===== src/rtl/vx_csr_access_pipe_pkg.sv =====
// Shared definitions for the CSR access pipe: op encodings, FP CSR addresses,
// address classification helpers and the S1 entry layout.
package vx_csr_access_pipe_pkg;

    typedef enum logic [1:0] {
        CsrOpIll = 2'b00,
        CsrOpRw  = 2'b01,
        CsrOpRs  = 2'b10,
        CsrOpRc  = 2'b11
    } csr_op_e;

    localparam logic [11:0] CsrFflags = 12'h001;
    localparam logic [11:0] CsrFrm    = 12'h002;
    localparam logic [11:0] CsrFcsr   = 12'h003;

    function automatic logic read_only(input logic [11:0] addr);
        return addr[11:10] == 2'b11;
    endfunction

    // FFLAGS/FRM/FCSR are views of the same physical bits in the store.
    function automatic logic fp_alias(input logic [11:0] addr);
        return (addr == CsrFflags) || (addr == CsrFrm) || (addr == CsrFcsr);
    endfunction

    typedef struct packed {
        logic [11:0] addr;
        logic [31:0] old_data;
        logic [31:0] new_data;
        logic        we;
        logic        illegal;
    } s1_entry_t;

endpackage


===== src/rtl/vx_csr_access_pipe_rmw_alu.sv =====
// Combinational read-modify-write for one CSR instruction: computes the new
// value, whether the store is actually written, and whether the access is illegal.
module vx_csr_access_pipe_rmw_alu
    import vx_csr_access_pipe_pkg::*;
(
    input  logic [31:0] old_data,
    input  logic [31:0] src,
    input  logic [1:0]  op,
    input  logic        src_zero,
    input  logic [11:0] addr,
    output logic [31:0] new_data,
    output logic        we,
    output logic        illegal
);

    logic writes_intent;
    logic ro;

    always_comb begin
        new_data = old_data;
        unique case (op)
            CsrOpRw:  new_data = src;
            CsrOpRs:  new_data = old_data | src;
            CsrOpRc:  new_data = old_data & ~src;
            default:  new_data = old_data;
        endcase
    end

    // RS/RC with a zero source are pure reads and never count as writes.
    assign writes_intent = (op == CsrOpRw) | ~src_zero;
    assign ro            = read_only(addr);
    assign we            = (op != CsrOpIll) & writes_intent & ~ro;
    assign illegal       = (op == CsrOpIll) | (ro & writes_intent);

endmodule


===== src/rtl/vx_csr_access_pipe.sv =====
// One-entry CSR read-modify-write pipe in front of the per-core CSR store,
// with read-after-write forwarding and a one-cycle stall on FP CSR alias hazards.
module vx_csr_access_pipe
    import vx_csr_access_pipe_pkg::*;
#(
    parameter int          CORE_ID = 0,
    parameter int unsigned NW_BITS = 2,
    parameter int unsigned TAG_W   = 8
) (
    input  logic               clk,
    input  logic               reset,

    input  logic               req_valid,
    output logic               req_ready,
    input  logic [NW_BITS-1:0] req_wid,
    input  logic [TAG_W-1:0]   req_tag,
    input  logic [1:0]         req_op,
    input  logic [11:0]        req_addr,
    input  logic [31:0]        req_src,
    input  logic               req_src_zero,

    output logic               csr_read_enable,
    output logic [11:0]        csr_read_addr,
    output logic [NW_BITS-1:0] csr_read_wid,
    input  logic [31:0]        csr_read_data,

    output logic               csr_write_enable,
    output logic [11:0]        csr_write_addr,
    output logic [NW_BITS-1:0] csr_write_wid,
    output logic [31:0]        csr_write_data,

    output logic               rsp_valid,
    input  logic               rsp_ready,
    output logic [NW_BITS-1:0] rsp_wid,
    output logic [TAG_W-1:0]   rsp_tag,
    output logic [31:0]        rsp_data,
    output logic               rsp_illegal,

    output logic               pending
);

    logic               unused_core_id;
    assign unused_core_id = ^32'(CORE_ID);

    logic               s1_valid_q, s1_valid_d;
    logic               s1_wr_pending_q, s1_wr_pending_d;
    s1_entry_t          s1_q, s1_d;
    logic [NW_BITS-1:0] s1_wid_q, s1_wid_d;
    logic [TAG_W-1:0]   s1_tag_q, s1_tag_d;

    logic               s1_write_live;
    logic               same_wid;
    logic               forward_hit;
    logic               alias_stall;
    logic               fire;
    logic               rsp_fire;
    logic [31:0]        old_data;
    logic [31:0]        new_data;
    logic               alu_we;
    logic               alu_illegal;

    // S1 only holds a write that the store has not absorbed yet on its first cycle.
    assign s1_write_live = s1_valid_q & s1_wr_pending_q & s1_q.we;
    assign same_wid      = (s1_wid_q == req_wid);
    assign forward_hit   = s1_write_live & same_wid & (s1_q.addr == req_addr);
    assign alias_stall   = s1_write_live & same_wid & fp_alias(s1_q.addr) & fp_alias(req_addr)
                         & (s1_q.addr != req_addr);

    assign req_ready = reset & (~s1_valid_q | rsp_ready) & ~alias_stall;
    assign fire      = req_valid & req_ready;
    assign rsp_fire  = s1_valid_q & rsp_ready;

    assign old_data = forward_hit ? s1_q.new_data : csr_read_data;

    vx_csr_access_pipe_rmw_alu u_rmw_alu (
        .old_data (old_data),
        .src      (req_src),
        .op       (req_op),
        .src_zero (req_src_zero),
        .addr     (req_addr),
        .new_data (new_data),
        .we       (alu_we),
        .illegal  (alu_illegal)
    );

    always_comb begin
        s1_valid_d      = s1_valid_q;
        s1_wr_pending_d = 1'b0;
        s1_d            = s1_q;
        s1_wid_d        = s1_wid_q;
        s1_tag_d        = s1_tag_q;
        if (fire) begin
            s1_valid_d        = 1'b1;
            s1_wr_pending_d   = 1'b1;
            s1_d.addr         = req_addr;
            s1_d.old_data     = old_data;
            s1_d.new_data     = new_data;
            s1_d.we           = alu_we;
            s1_d.illegal      = alu_illegal;
            s1_wid_d          = req_wid;
            s1_tag_d          = req_tag;
        end else if (rsp_fire) begin
            s1_valid_d = 1'b0;
        end
    end

    always_ff @(posedge clk or negedge reset) begin
        if (!reset) begin
            s1_valid_q      <= 1'b0;
            s1_wr_pending_q <= 1'b0;
            s1_q            <= '0;
            s1_wid_q        <= '0;
            s1_tag_q        <= '0;
        end else begin
            s1_valid_q      <= s1_valid_d;
            s1_wr_pending_q <= s1_wr_pending_d;
            s1_q            <= s1_d;
            s1_wid_q        <= s1_wid_d;
            s1_tag_q        <= s1_tag_d;
        end
    end

    assign csr_read_enable = fire;
    assign csr_read_addr   = reset ? req_addr : 12'h000;
    assign csr_read_wid    = reset ? req_wid : '0;

    assign csr_write_enable = s1_write_live;
    assign csr_write_addr   = s1_q.addr;
    assign csr_write_wid    = s1_wid_q;
    assign csr_write_data   = s1_q.new_data;

    assign rsp_valid   = s1_valid_q;
    assign rsp_wid     = s1_wid_q;
    assign rsp_tag     = s1_tag_q;
    assign rsp_data    = s1_q.old_data;
    assign rsp_illegal = s1_q.illegal;
    assign pending     = s1_valid_q;

endmodule


===== config.mk =====
export PLATFORM = sky130hd
export DESIGN_NAME = vx_csr_access_pipe
export DESIGN_NICKNAME = d
export VERILOG_FILES = /design/src/rtl/vx_csr_access_pipe_pkg.sv /design/src/rtl/vx_csr_access_pipe_rmw_alu.sv /design/src/rtl/vx_csr_access_pipe.sv
export SDC_FILE = /design/constraint.sdc
export NUM_CORES = 1
export LEC_CHECK = 0
export CORE_MARGIN = 8
export CORE_UTILIZATION = 42
export CTS_BUF_LIST = sky130_fd_sc_hd__clkbuf_2
export DETAILED_ROUTE_END_ITERATION = 10
export GPL_ROUTABILITY_DRIVEN = 0
export HOLD_SLACK_MARGIN = 0.15
export PLACE_DENSITY_LB_ADDON = 0.1
export REMOVE_ABC_BUFFERS = 1
export SYNTH_ARGS = -nofsm -noshare
export SYNTH_HDL_FRONTEND = slang
export SYNTH_SLANG_ARGS = --single-unit

===== constraint.sdc =====
create_clock -name clk -period 2.5 [get_ports clk]
set_input_delay 0.5 -clock clk [delete_from_list [all_inputs] [get_ports clk]]
set_output_delay 0.5 -clock clk [all_outputs]
set_load 0.02 [all_outputs]

==> flow_summary.json, run 1 <==
{
  "violations": "negative setup slack",
  "clk_pin_slew_worst_paths_ns": 0.21,
  "crit_chain": "clkdlybuf4s50_1 -> nor4_1 -> nand4_1 -> or4_4 -> o211a_1 -> buf_6",
  "grt_overflow": 0,
  "setup.worst_path.start": "req_addr[3]",
  "fin_nets": 827,
  "max_cap_viol_count": 0,
  "yosysSeqAreaShare_pct": 42.2,
  "cp_top_family": "simple AND/OR/NAND/NOR gates",
  "timing.rr.end": "s1_q[1]$_DFFE_PN0P_",
  "ir_drop_mv": 0.303,
  "clockRootBuffer": "clkbuf_2",
  "drv_slew": 0,
  "synth_area_leaders": "dfrtp_1 42%, buf_4 12%, nand2_1 9.6%, mux2i_1 6.0%, a32oi_1 5.2%",
  "cp_num_buf_inv": 2,
  "cts_buffer_depth": 2,
  "drt_iter0_markers": 359,
  "start_util_pct": 42.7,
  "synth_cells": 596,
  "via_count": 4907,
  "drc": 0,
  "detail-route-antenna-nets": 0,
  "dieArea_um2": 16600,
  "critPathArrivalTime_ns": 2.41,
  "crit_cells": 6,
  "synth_top_area_share_pct": 42.2,
  "worstReg2RegStart": "csr_write_addr[10]$_DFFE_PN0P_",
  "drt_first_pass_iters": 5,
  "p_leak_nw": 3.39,
  "grt_usage_pct": 20.7,
  "cts.sinks": 90,
  "yosys_warnings": 0,
  "dp_hpwl_um": 11700,
  "rsz0062_at_grt": "true",
  "max_slew_margin_pct": 31.8,
  "critPathLaunchType": "input pin",
  "io_buffers": 200,
  "timing.setup.tns_ns": -2.02,
  "setup_violations": 8,
  "finClkSkew_ns": 0.0327,
  "grt_pass1_vias": 5084,
  "synth_cell_types": 31,
  "tritoncts": "yes",
  "reg2reg_slack_ns": 0.10,
  "grt_max_degree": 61,
  "slowest_stage": "or4_4",
  "vias_per_cell": 5.39,
  "synthesis.area_um2": 5340,
  "crit_path_end": "req_ready",
  "syn_area_per_cell_um2": 8.96,
  "max_freq_mhz": 344,
  "cp.required_ns": 2.00,
  "io_pins": 201,
  "place_area_um2": 7140,
  "antenna_found_initial": 0,
  "die-height_um": 129,
  "area_growth_pct": 38.8,
  "period_needed_ns": 2.91,
  "drive_above_1_share_pct": 10.1,
  "r2r_cells": 8,
  "path_class": "input pin to output pin",
  "rows": 41,
  "die_w_um": 129,
  "crit_fanout": 4,
  "end_kind": "output pin",
  "hold_viol": 0,
  "worst_pin_slew_ns": 1.02,
  "synth_top_cell_by_area": "dfrtp_1",
  "finalInstanceArea_um2": 7410,
  "cp_slowest_stage_delay_ns": 0.56,
  "power_density_nw_per_um2": 584,
  "grt_pass1_wl_um": 27200,
  "ys_seq_elements": 90,
  "outcome": "finished, violations left",
  "wirelength_um": 17800,
  "min_period_over_period_pct": 116,
  "worst_slack_ns": -0.408,
  "h-tree-depth": 3,
  "min_path_type": "input pin to async pin",
  "antenna_cells": 0,
  "cts_buffers": 9,
  "wl_per_cell_um": 19.6,
  "clk_latency_ns": 0.58,
  "coreArea_um2": 12500
}
cell usage after synthesis:
cell type	count
nand3_1	34
nand2_1	136
and3_1	1
nand2b_1	2
and2_1	14
mux2i_1	32
a21oi_1	32
o2bb2ai_1	32
nand2_2	1
nor2b_1	1
nand4_1	4
a211oi_1	1
o21ai_4	1
o21ai_0	33
buf_4	86
inv_1	1
inv_2	1
buf_6	3
buf_2	8
o221ai_1	1
clkbuf_1	25
nor2_1	1
xor2_1	1
or4_4	1
a21o_1	1
dfrtp_1	90
nor4_1	5
o211a_1	1
xnor2_1	14
nor3_2	1
a32oi_1	32
routing by layer:
metal  track usage (%)  share of wire [%]  up-vias
met5                 0                  0        -
met3              6.00                7.6       18
met1              25.0                 43     2413
met2              34.7                 48      186
met4              6.91                1.3        0
li1                  -                  -     2290
worst reg2reg max path, delay by kind of cell (launching register included):
family | cells | cell delay (ns)
DFF | 1 | 0.44
and+or+nand+nor | 3 | 1.01
buffers and inverters | 2 | 0.47
AOI/OAI and AO/OA | 3 | 0.40
stage by stage:
stage / setup slack (ns) / util [%] / power [mW] / instances / hold WS, ns
2_1_floorplan: -1.56 / - / 2.59 / 474 / 0.204
6_report: -0.408 / 59.2 / 4.33 / 911 / 0.302
3_5_place_dp: -0.865 / 57.1 / 3.59 / 889 / 0.305
4_1_cts: -0.491 / 58.3 / 4.36 / 908 / 0.215
3_3_place_gp: -0.898 / 57.1 / 3.56 / 889 / 0.304
5_1_grt: -0.524 / 59.2 / 4.57 / 911 / 0.249
state kept, by name (all words and copies together), names as in the netlist:
| signal | cells |
|---|---|
| s1_q | 1 |
| rsp_tag | 8 |
| csr_write_data | 32 |
| rsp_illegal | 1 |
| csr_write_addr | 12 |
| csr_write_wid | 2 |
| rsp_data | 32 |
| pending | 1 |
| s1_wr_pending_q | 1 |
worst min-delay path by stage:
stage	start	endpoint	cells after the start
final	reset	csr_write_wid[0]$_DFFE_PN0P_	2
after global routing	reset	csr_write_wid[0]$_DFFE_PN0P_	2
after CTS	reset	csr_write_wid[0]$_DFFE_PN0P_	2
after detailed placement	reset	csr_write_wid[0]$_DFFE_PN0P_	1
after global placement	reset	csr_write_wid[0]$_DFFE_PN0P_	1
after floorplan	reset	csr_write_addr[0]$_DFFE_PN0P_	0
kinds of logic (layout without fill, tap and decap cells):
| family | count (synthesis) | count (layout) | share of synthesized area [%] |
|---|---|---|---|
| mux | 32 | 32 | 6.00 |
| flops | 90 | 90 | 42.2 |
| simple gates | 201 | 201 | 16.5 |
| compound gates | 134 | 134 | 17.5 |
| buf+inv | 124 | 267 | 15.4 |
| xor+xnor | 15 | 15 | 2.46 |
area by class of cell:
cell class | instances | area (um2)
flip-flops and latches | 90 | 2250
multi-input cells | 382 | 2320
repair buffers | 249 | 2510
fillers | 1140 | 5100
well taps | 172 | 215
clock inverters | 7 | 60.1
clock buffers | 9 | 45.0
inverters | 2 | 10.0
what timing repair did:
item | CTS | global route
endpoints found under the hold margin | 61 | 72
setup endpoints to repair | 8 | 87
hold buffers | 1 | 1
gates cloned | 1 | 2
pin swaps | 4 | 2
resized for setup | 14 | 17
buffers inserted | 1 | 1
report_power, final:
group | internal [mW] | switching [mW] | total [mW]
Clock | 0.219 | 0.521 | 0.739
Combinational | 0.862 | 0.861 | 1.72
Sequential | 1.70 | 0.172 | 1.87
cells in the final DEF (no fill, tap or decap), types with 2 or more instances in the layout:
| cell type | instances |
|---|---|
| o21ai_0 | 33 |
| nand2_1 | 136 |
| o2bb2ai_1 | 32 |
| clkinv_2 | 3 |
| dfrtp_1 | 90 |
| and2_1 | 14 |
| nand3_1 | 34 |
| nand2b_1 | 2 |
| dlymetal6s2s_1 | 7 |
| buf_4 | 40 |
| clkdlybuf4s50_1 | 189 |
| buf_16 | 2 |
| buf_8 | 2 |
| nand4_1 | 4 |
| clkbuf_2 | 9 |
| mux2i_1 | 32 |
| clkinv_1 | 2 |
| buf_12 | 3 |
| buf_6 | 2 |
| nor4_1 | 4 |
| a21oi_1 | 32 |
| xnor2_1 | 14 |
| a32oi_1 | 32 |
| clkbuf_16 | 2 |
(Power assumes the default switching activity.)
==> run 2, diff against run 1 <==
--- a/config.mk
+++ b/config.mk
@@ -5,13 +5,13 @@
 export SDC_FILE = /design/constraint.sdc
 export NUM_CORES = 1
 export LEC_CHECK = 0
-export CORE_MARGIN = 8
 export CORE_UTILIZATION = 42
 export CTS_BUF_LIST = sky130_fd_sc_hd__clkbuf_2
 export DETAILED_ROUTE_END_ITERATION = 10
 export GPL_ROUTABILITY_DRIVEN = 0
 export HOLD_SLACK_MARGIN = 0.15
 export PLACE_DENSITY_LB_ADDON = 0.1
+export RECOVER_POWER = 25
 export REMOVE_ABC_BUFFERS = 1
 export SYNTH_ARGS = -nofsm -noshare
 export SYNTH_HDL_FRONTEND = slang
==> flow_summary.json, run 2 (synthesized netlist as in run 1, its figures left out) <==
{
  "rsz0062_at_grt": "true",
  "multi_input_area_um2": 2330,
  "max_slew_margin_pct": -25.1,
  "max_freq_mhz": 343,
  "grt_pass1_wl_um": 24900,
  "min_path_type": "input pin to flop",
  "h-tree-depth": 3,
  "start_util_pct": 43.7,
  "die_w_um": 115,
  "setup_violations": 10,
  "timing.rr.end": "csr_write_data[30]$_DFFE_PN0P_",
  "worst_pin_slew_ns": 1.88,
  "cp.required_ns": 2.00,
  "cp_slowest_stage_delay_ns": 0.53,
  "drt_iter0_markers": 393,
  "period_needed_ns": 2.91,
  "drv_slew": 34,
  "place_area_um2": 7150,
  "die-height_um": 115,
  "slowest_stage": "or4_4",
  "end_kind": "output pin",
  "clk_pin_slew_worst_paths_ns": 0.24,
  "hold_depth": 3,
  "cp_top_family": "simple AND/OR/NAND/NOR gates",
  "crit_fanout": 2,
  "fin_worst_hold_slack_ns": 0.405,
  "p_leak_nw": 3.28,
  "clockRootBuffer": "clkbuf_2",
  "antenna_cells": 0,
  "hold_viol": 0,
  "rows": 40,
  "fin_nets": 830,
  "dieArea_um2": 13200,
  "path_class": "flop to output pin",
  "drt_first_pass_iters": 5,
  "critPathLaunchType": "flop",
  "seq_area_um2": 2250,
  "finalInstanceArea_um2": 7380,
  "io_pins": 201,
  "worst_slack_ns": -0.414,
  "dp_hpwl_um": 10600,
  "reg2reg_slack_ns": 0.02,
  "coreArea_um2": 12200,
  "wirelength_um": 15700,
  "final_cell_mix": "195 x clkdlybuf4s50_1, 136 x nand2_1, 90 x dfrtp_1",
  "via_count": 4921,
  "r2r_cells": 9,
  "area_growth_pct": 38.1,
  "hold_end": "rsp_tag[6]$_DFFE_PN0P_",
  "io_buffers": 200,
  "critPathArrivalTime_ns": 2.41,
  "violations": "max-capacitance violations, max-slew violations, negative setup slack",
  "timing.setup.tns_ns": -1.59,
  "antenna_found_initial": 0,
  "grt_usage_pct": 24.3,
  "min_period_over_period_pct": 117,
  "vias_per_cell": 5.41,
  "wl_per_cell_um": 17.3,
  "tritoncts": "yes",
  "crit_chain": "nor4_2 -> nand4_1 -> or4_4 -> o21ai_4 -> inv_2 -> buf_6",
  "hold_start": "req_tag[6]",
  "fillers": 1132,
  "grt_overflow": 0,
  "cts_buffers": 9,
  "outcome": "finished, violations left",
  "ir_drop_mv": 0.358,
  "final_common_cell": "clkdlybuf4s50_1",
  "max_cap_viol_count": 1,
  "power_density_nw_per_um2": 613,
  "finClkSkew_ns": 0.0240,
  "grt_pass1_vias": 4846,
  "detail-route-antenna-nets": 0,
  "drive_above_1_share_pct": 9.97,
  "cts.sinks": 90,
  "worstReg2RegStart": "csr_write_addr[9]$_DFFE_PN0P_",
  "cts_buffer_depth": 2,
  "drc": 0,
  "clk_latency_ns": 0.60,
  "cp_num_buf_inv": 2,
  "grt_max_degree": 67
}
-- run 2: cell count changes in the layout (fill, tap and decap cells not counted), sizes merged, moves of 2 or more --
cell / change
clkdlybuf4s50: +6
dlymetal6s2s: -7
clkinv: -3
buf: -4
clkbuf: +7
bufinv: +2
dlygate4sd3: +2
-- run 2: area by class of cell --
class	count	area share (%)
Sequential cell	90	30.5
Multi-Input combinational cell	382	31.6
Clock buffer	11	0.746
Timing Repair Buffer	252	32.8
Clock inverter	5	1.39
Inverter	2	0.102
Tap cell	168	2.85
-- run 2: stage by stage --
stage | worst slack [ns] | power (mW) | instances | util, %
2_1_floorplan | -1.56 | 2.59 | 474 | -
3_3_place_gp | -0.851 | 3.54 | 889 | 58.6
3_5_place_dp | -0.845 | 3.58 | 889 | 58.6
4_1_cts | -0.518 | 4.55 | 906 | 60.1
5_1_grt | -0.511 | 4.72 | 910 | 60.4
6_report | -0.414 | 4.52 | 910 | 60.4
-- run 2: worst min-delay path: cells and delay by family --
kind	cells	cell delay [ns]
buffers and inverters	1	0.39
AND/OR/NAND/NOR	2	0.09
-- run 2: where the power goes --
part,switching (mW),internal (mW),total (mW)
registers,0.177,1.70,1.87
logic,0.838,0.850,1.69
clock network,0.522,0.438,0.960
-- run 2: layer usage --
| metal | vias up | track usage (%) | share of wire (%) |
|---|---|---|---|
| li1 | 2304 | - | - |
| met1 | 2385 | 30.9 | 42 |
| met2 | 205 | 41.2 | 49 |
| met3 | 27 | 4.16 | 7.0 |
| met4 | 0 | 9.87 | 2.2 |
| met5 | - | 0 | 0 |
-- run 2: worst max path at each step --
stage                                         startpoint               to  slack, ns  cells past startpoint
after floorplan                              req_addr[3]  csr_read_enable      -1.56                      5
after global placement                       req_addr[9]  csr_read_enable      -0.85                      7
after detailed placement                     req_addr[2]  csr_read_enable      -0.84                      7
after CTS                 csr_write_addr[11]$_DFFE_PN0P_  csr_read_enable      -0.52                      6
after global routing      csr_write_addr[10]$_DFFE_PN0P_  csr_read_enable      -0.51                      6
final                     csr_write_addr[10]$_DFFE_PN0P_  csr_read_enable      -0.41                      6
-- run 2: repair_timing --
item / in CTS / in global routing
resized for setup: 18 / 8
hold endpoints to repair: 57 / 4
endpoints found under the setup margin: 92 / 74
buffers inserted: 0 / 1
pin swaps: 6 / 2
hold buffers: 1 / 3
